File: src/rtl/twiddle_apply_r4x16.sv
// twiddle_apply_r4x16: frames 16-sample groups, addresses the radix-4 twiddle ROM and applies a rounded, saturated complex multiply.
// Define TWIDDLE_CONJ_EN to multiply by the conjugate twiddle (IFFT direction).
module twiddle_apply_r4x16 #(
    parameter int DW     = 16,
    parameter int TW_W   = 18,
    parameter int ADDR_W = 4,
    parameter int SHIFT  = 8
) (
    input  logic                     clk,
    input  logic                     rst,
    input  logic                     in_valid,
    input  logic                     in_sop,
    input  logic signed [DW-1:0]     in_re,
    input  logic signed [DW-1:0]     in_im,
    output logic [ADDR_W-1:0]        rom_addr,
    input  logic [TW_W-1:0]          rom_data,
    output logic                     out_valid,
    output logic                     out_sop,
    output logic signed [DW-1:0]     out_re,
    output logic signed [DW-1:0]     out_im,
    output logic                     frame_err
);
    localparam int CW = TW_W / 2;
    localparam int PW = DW + CW;
    localparam int SW = DW + CW + 1;
    localparam logic signed [SW-1:0] MAXV = SW'((2 ** (DW - 1)) - 1);
    localparam logic signed [SW-1:0] MINV = -MAXV - SW'(1);
    localparam logic signed [SW-1:0] RND  = SW'(1) <<< (SHIFT - 1);
    typedef enum logic {IDLE, RUN} state_t;
    state_t                  state;
    logic [ADDR_W-1:0]       cnt;
    logic                    accept, restart, miss;
    logic                    s1_v, s1_sop, s2_v, s2_sop;
    logic signed [DW-1:0]    s1_re, s1_im;
    logic signed [CW-1:0]    tw_re, tw_im;
    logic signed [PW-1:0]    p_ac, p_bd, p_ad, p_bc;
    logic signed [SW-1:0]    sum_re, sum_im;
    function automatic logic signed [DW-1:0] sat(input logic signed [SW-1:0] x);
        return (x > MAXV) ? MAXV[DW-1:0] : (x < MINV) ? MINV[DW-1:0] : x[DW-1:0];
    endfunction
    always_comb begin
        accept   = in_valid && (in_sop || (state == RUN && cnt != '0));
        restart  = in_valid && in_sop && state == RUN && cnt != '0;
        miss     = in_valid && !in_sop && state == RUN && cnt == '0;
        rom_addr = (in_valid && in_sop) ? '0 : cnt;
        tw_re    = rom_data[TW_W-1:CW];
`ifdef TWIDDLE_CONJ_EN
        // -(-256) does not fit in 9 bits, so it clamps to +255
        tw_im    = (rom_data[CW-1:0] == {1'b1, {(CW-1){1'b0}}}) ? {1'b0, {(CW-1){1'b1}}} : -$signed(rom_data[CW-1:0]);
`else
        tw_im    = rom_data[CW-1:0];
`endif
        sum_re   = ((SW'(p_ac) - SW'(p_bd)) + RND) >>> SHIFT;
        sum_im   = ((SW'(p_ad) + SW'(p_bc)) + RND) >>> SHIFT;
    end
    always_ff @(posedge clk or posedge rst) begin
        if (rst) begin
            state     <= IDLE;
            cnt       <= '0;
            frame_err <= 1'b0;
        end else begin
            frame_err <= restart || miss;
            if (accept) begin
                state <= RUN;
                cnt   <= in_sop ? ADDR_W'(1) : cnt + 1'b1;
            end else if (miss) begin
                state <= IDLE;
            end
        end
    end
    // ROM data for the S1 sample arrives in the same cycle, so products form on the S1->S2 edge
    always_ff @(posedge clk or posedge rst) begin
        if (rst) begin
            s1_v      <= 1'b0;
            s1_sop    <= 1'b0;
            s1_re     <= '0;
            s1_im     <= '0;
            s2_v      <= 1'b0;
            s2_sop    <= 1'b0;
            p_ac      <= '0;
            p_bd      <= '0;
            p_ad      <= '0;
            p_bc      <= '0;
            out_valid <= 1'b0;
            out_sop   <= 1'b0;
            out_re    <= '0;
            out_im    <= '0;
        end else begin
            s1_v      <= accept;
            s1_sop    <= accept && in_sop;
            s1_re     <= in_re;
            s1_im     <= in_im;
            s2_v      <= s1_v;
            s2_sop    <= s1_sop;
            p_ac      <= PW'(s1_re) * PW'(tw_re);
            p_bd      <= PW'(s1_im) * PW'(tw_im);
            p_ad      <= PW'(s1_re) * PW'(tw_im);
            p_bc      <= PW'(s1_im) * PW'(tw_re);
            out_valid <= s2_v;
            out_sop   <= s2_v && s2_sop;
            out_re    <= sat(sum_re);
            out_im    <= sat(sum_im);
        end
    end
endmodule

File: config.mk
export PLATFORM = sky130hd
export DESIGN_NAME = twiddle_apply_r4x16
export DESIGN_NICKNAME = d
export VERILOG_FILES = /design/src/rtl/twiddle_apply_r4x16.sv
export SDC_FILE = /design/constraint.sdc
export NUM_CORES = 2
export LEC_CHECK = 0
export BUFFER_PORTS_ARGS = -buffer_cell sky130_fd_sc_hd__buf_2
export CAP_MARGIN = 0
export CORE_MARGIN = 2
export CORE_UTILIZATION = 59
export DETAILED_ROUTE_END_ITERATION = 7
export GPL_TIMING_DRIVEN = 0
export PLACE_DENSITY = 0.9
export SYNTH_ARGS = -nofsm -noshare
export SYNTH_HDL_FRONTEND = slang
export SYNTH_SLANG_ARGS = --single-unit
File: constraint.sdc
create_clock -name clk -period 6 [get_ports clk]
set_clock_uncertainty 0.15 [all_clocks]
set_input_delay 0.3 -clock clk [delete_from_list [all_inputs] [get_ports clk]]
set_output_delay 0.3 -clock clk [all_outputs]
set_load 0.05 [all_outputs]
Word level (Yosys, flattened, before mapping)
Index checks and enable logic that the tools add are counted.

Output and inout bits: 39. Word-level logic and storage cells: 54. Register bits: 176.

Muxes and demuxes: 8. Magnitude comparators: 4. Add/subtract/negate cells: 5. Reductions and logical operators: 16. Multiply operators: 4.

Operators by type and width (count): $mul A16 B9 Y25 (4); $mux W16 (4); $add A26 B9 Y26 const B (2); $gt A18 B16 Y1 const B (2); $lt A18 B16 Y1 const B (2); $add A25 B25 Y26 (1); $sub A25 B25 Y26 (1); $logic_and A1 B1 Y1 (10); $mux W4 (2); $add A4 B1 Y4 const B (1); $logic_not A4 Y1 (1); $reduce_bool A4 Y1 (1); $logic_or A1 B1 Y1 (2); $mux W1 (2); $reduce_bool A2 Y1 (1); $logic_not A1 Y1 (1).

Depth between registers and ports, before layout
Word-level depth: 6. Mapped depth: 23. Mapped depth without buffers: 21.

Least setup slack after synthesis
OpenSTA, ideal clock, no wires.

Path kind: register to register. From: reg s1_im[5]. To: reg p_bc[23]. Path buffers: 2. Arrival: 5.648 ns. Cell stages (with the launch flop): 24. Clock period less this slack: 5.878 ns. Slack: 0.122 ns. Cells stage by stage: dfrtp_1 clkbuf_1 clkbuf_1 nand2_1 fa_1 inv_1 fa_1 ha_1 inv_1 fa_1 inv_1 ha_1 ha_1 fa_1 a21o_1 a21oi_1 o21bai_1 a21oi_1 o21ai_0 a41o_1 o41ai_1 o21ai_0 o41ai_1 xnor2_1.

Longest elaborated chain between the ends: 1.

RTL lines: from (decl) (line 34) `logic signed [DW-1:0] s1_re, s1_im;`; from (signal assigned) (line 92) `s1_im <= in_im;`; $mul A16 B9 Y25 (line 98) `p_bc <= PW'(s1_im) * PW'(tw_re);`; to (signal assigned) (line 98); to (decl) (line 36) `logic signed [PW-1:0] p_ac, p_bd, p_ad, p_bc;`.

No other way between the ends. A chain may end at the register's enable or synchronous reset.

Worst setup path in the final report
From: reg s1_re[7]. To: reg p_ac[23].

Longest elaborated chain between the ends: 1.

RTL lines: from (decl) (line 34); from (signal assigned) (line 91) `s1_re <= in_re;`; $mul A16 B9 Y25 (line 95) `p_ac <= PW'(s1_re) * PW'(tw_re);`; to (signal assigned) (line 95); to (decl) (line 36).

No other way between the ends.

==> results <==
- The global-route usage over all layers is roughly 32%.
- The share of final-layout standard cells stronger than drive strength 1 is 10.0%.
- The aggregate global routing overflow is 0.
- The worst hold slack across all endpoints is 0.0589 ns.
- The cell chosen for the clock root is sky130_fd_sc_hd__clkbuf_16.
- For the final routed database, the setup TNS stands at -0.00979 ns.
- The maximum clock frequency is roughly 170 MHz.
- Counting tap cells, the placed design contains a total of 3477 instances.
- The post-DP HPWL is ~56 mm.
- In this run the critical register-to-register path is launched from s1_re[7].
- The die covers 47800 um2.
- The number of antenna violations at the first check in global routing is 4.
- The slack of the critical path is -0.00979 ns.
- Counting both buffers and inverters, the worst setup path holds a total of 4.
- The CTS clock-pin slew for the worst setup and hold paths is 0.07 ns.
- TritonCTS built the clock tree.
- TritonCTS created 17 clock buffers.
- The count of pins on the block boundary is 93.
- The total standard cell area after synthesis is 27200 um2.
- The first global-routing pass estimated between 100 and 150 mm of wire.
- For this run, design rule violations remaining after detail routing come to 0.
- The starting DRC count in detailed routing is ~1.6k.
- The critical hold path startpoint is rom_data[0].
- The run finished, with violations left.
- For this run, the detailed router's first-pass iteration total came to 6.
- Counting flops and latches in the post-synthesis netlist gives 176.
- After the flow finishes, the layout carries non-filler instances totaling 3578.
- The total count of hold-check failures in the final report is 0.
- The tool flagged a number of max-cap violations equal to 0.
- The largest fanout on the critical path is 4.
- The critical path's largest stage delay is 0.58 ns.
- The remaining max-slew budget at the tightest pin is 30.7%.
- The post-synthesis net count is 3618.
- The top flip-flop cell by instance count after synthesis is sky130_fd_sc_hd__dfrtp_1.
- The fraction of synthesis flops using an asynchronous set or reset pin is between 90% and 100%.
- The final weighted congestion in routability-driven placement is 0.997.
- The library cell used most frequently in the layout, excluding fill and tap cells, is sky130_fd_sc_hd__fa_1.
- The layout overhead on the synthesized area is 10.5%.
- The type of the worst setup path is reg -> reg.
- The top cell types in the final layout, fill and taps aside, are sky130_fd_sc_hd__fa_1 (474), sky130_fd_sc_hd__inv_1 (459), sky130_fd_sc_hd__nand2_1 (322), sky130_fd_sc_hd__ha_1 (300), sky130_fd_sc_hd__and2_1 (252).
- The cell family contributing the most delay on the critical path is adder cells.
- The number of sinks handled by clock tree synthesis is 176.
- Setup violations remaining at the end of the flow were counted as 1.
- The register-to-register path setup slack is -0.01 ns.
- Setup repair after global routing could not meet its margin everywhere.
- The die height is 219 um.
- The horizontal extent of the die is 219 um.
- The type of destination of the critical path is a register.
- The total wire length after detailed routing is 73.6 mm.
- The path category of the worst min-delay check is in -> reg.
- Traced cell by cell, the critical path runs through buf_8 > nand2_1 > fa_1 > inv_1 > fa_1 > inv_1 > fa_1 > inv_1 > fa_1 > fa_1 > ha_4 > a21oi_2 > o21bai_1 > a21oi_2 > o21bai_1 > a41o_1 > o41a_1 > a41o_1 > o41ai_2 > xnor2_1.
- Data on the critical path is required at its endpoint by 6.26 ns.
- Dividing the detail-routed wire length by the instance count gives 20.6 um.
- The instance area after placement is between 20000 and 30000 um2.
- The floorplan has 78 rows.
- The number of global-route vias before repair is 22.4k.
- The endpoint identified for the worst register-to-register timing path is p_ac[23].
- Of the available clock period, the critical path in the final layout requires 100%.
- The worst hold path terminates at p_ad[1].
- The count of nets left with antenna violations once routing finished came out at 0.
- The critical path's most frequent cell is sky130_fd_sc_hd__fa_1.
- The number of stages on the worst hold path is 3.
- Synthesis instantiated 69 different standard cells from the library.
- For the pin with the worst max-slew slack, the measured transition is 1.04 ns.
- The checks that failed: setup timing.
- The highest-delay cell along the critical path is sky130_fd_sc_hd__fa_1.
- The count of vias placed by the detailed router is 20.8k.
- In this run the deepest clock path goes through 2 buffers.
- The startpoint type of the worst setup path is a register.
- The Yosys warning count is 0.
- The count of flip-flops with a built-in enable after synthesis is 0.
- In this run the mean area of a mapped cell was 9.75 um2.
- The clock reaches the later pin of the worst-skew pair after 0.50 ns.
- The final count of pins violating max slew was 0.
- Entering global routing, the biggest net connects 100 pins.
- For the worst setup path, the data arrival time is 6.27 ns.
- Sequential cells were found to cover ~16% of the synthesized design area.
- The placeable core area is 45400 um2.
- Dividing the detail-routed via count by the number of cells gives 5.80.
- The area of all placed cells without fillers is 30000 um2.
- For the finished layout, the period the worst path requires is roughly 6 ns.
- Synthesis produced a netlist whose cell count is 2784.
- The H-tree was split into 4 levels.
- Once the floorplan was initialized, standard cells occupied 59.8% of the core.
- In this run the tool buffered the top-level ports with 92 buffer cells.
- The logic depth of the worst register-to-register path is 20.
- The number of nets at the end of the flow is 3799.
==> Yosys cell counts (3+ instances only) <==
cell	number	share of area [%]
sky130_fd_sc_hd__fa_1	476	35
sky130_fd_sc_hd__inv_1	460	6.4
sky130_fd_sc_hd__nand2_1	322	4.5
sky130_fd_sc_hd__ha_1	304	14
sky130_fd_sc_hd__and2_1	252	5.8
sky130_fd_sc_hd__dfrtp_1	176	16
sky130_fd_sc_hd__nor2_1	120	1.7
sky130_fd_sc_hd__clkbuf_1	103	1.4
sky130_fd_sc_hd__xnor2_1	100	3.2
sky130_fd_sc_hd__a21oi_1	89	1.6
sky130_fd_sc_hd__o21ai_0	39	0.72
sky130_fd_sc_hd__nor3_1	38	0.70
sky130_fd_sc_hd__xor2_1	30	0.97
sky130_fd_sc_hd__a21o_1	27	0.75
sky130_fd_sc_hd__nand2b_1	23	0.53
sky130_fd_sc_hd__nand3_1	22	0.41
sky130_fd_sc_hd__o21bai_1	22	0.61
sky130_fd_sc_hd__a21o_2	16	0.52
sky130_fd_sc_hd__and3_1	12	0.28
sky130_fd_sc_hd__o21a_1	12	0.33
sky130_fd_sc_hd__o211ai_1	11	0.30
sky130_fd_sc_hd__or3_1	11	0.25
sky130_fd_sc_hd__nor2b_1	9	0.21
sky130_fd_sc_hd__or2_2	9	0.21
sky130_fd_sc_hd__a211oi_1	8	0.22
sky130_fd_sc_hd__a2111oi_0	6	0.19
sky130_fd_sc_hd__a31oi_1	6	0.14
sky130_fd_sc_hd__nand4_1	5	0.12
sky130_fd_sc_hd__nor4_1	5	0.12
sky130_fd_sc_hd__o2111ai_1	5	0.16
sky130_fd_sc_hd__a211o_1	4	0.13
sky130_fd_sc_hd__a31o_2	4	0.13
sky130_fd_sc_hd__o31a_1	4	0.13
sky130_fd_sc_hd__o31ai_1	4	0.11
sky130_fd_sc_hd__a21boi_0	3	0.083
sky130_fd_sc_hd__a41o_1	3	0.11
sky130_fd_sc_hd__o41ai_1	3	0.097
sky130_fd_sc_hd__or4_1	3	0.083
==> per-stage QoR <==
stage | util, % | setup slack, ns
finish | 66.1 | -0.00979
global route | 66.1 | -0.141
CTS | 65.3 | 0.00235
detailed placement | 62.6 | -1.29
global placement | 62.5 | -1.14
floorplan | - | 0.122
==> logic make-up (layout without fill, tap and decap cells) <==
logic type,after synthesis,in the layout,share of synthesized area [%]
other,0,2,0
buffers and inverters,568,760,7.89
AO/OA/AOI/OAI,294,294,7.60
XOR/XNOR,131,131,4.25
AND/OR/NAND/NOR,835,835,14.9
flip-flops,176,176,16.2
adder cells (fa/ha/maj),780,780,49.1
==> cell type report <==
class / instances / area, um2
Inverter: 461 / 1740
Clock inverter: 9 / 113
Multi-Input combinational cell: 2040 / 20800
Fill cell: 3336 / 15400
Antenna cell: 2 / 5.00
Timing Repair Buffer: 168 / 1160
Sequential cell: 176 / 4430
Buffer: 101 / 584
Tap cell: 600 / 751
Clock buffer: 21 / 450
==> sequential cells by signal, summed over array words and instances, names as in the netlist <==
signal / count
out_im: 16
state: 1
s1_v: 1
s1_sop: 1
out_sop: 1
frame_err: 1
out_valid: 1
cnt: 4
s2_sop: 1
p_ac: 25
p_bc: 25
s1_im: 16
p_ad: 25
p_bd: 25
s1_re: 16
s2_v: 1
out_re: 16
==> what timing repair did <==
action | 4_1_cts | 5_1_grt
hold buffers | 38 | 0
buffers inserted | 12 | 24
resized for setup | 82 | 81
cloned | 0 | 1
endpoints found under the hold margin | 116 | 0
pin swaps | 3 | 22
setup endpoints to repair | 40 | 21
==> worst min-delay path, cell delays in order <==
cell                     delay (ns)
sky130_fd_sc_hd__buf_2         0.13
sky130_fd_sc_hd__and2_1        0.13
sky130_fd_sc_hd__ha_1          0.11
==> worst max-delay path by stage <==
stage / depth (start not counted) / endpoint / startpoint
finish: 20 / p_ac[23] / s1_re[7]
global route: 23 / p_ad[23] / s1_re[4]
CTS: 18 / p_ac[23] / s1_re[9]
detailed placement: 23 / p_bd[19] / rom_data[1]
global placement: 23 / p_bd[19] / rom_data[1]
floorplan: 23 / p_bc[23] / s1_im[5]
==> layer usage <==
layer / part of all wire, % / wire [um] / track usage (%)
met5: 0 / 0 / 0
met4: 7.1 / 5190 / 19.7
met3: 9.0 / 6640 / 7.04
met2: 48 / 35400 / 54.3
met1: 36 / 26400 / 38.0
Power is left out: the tool's default activity adds up to more than one toggle a clock period on the data nets, which glitch-free logic cannot reach.
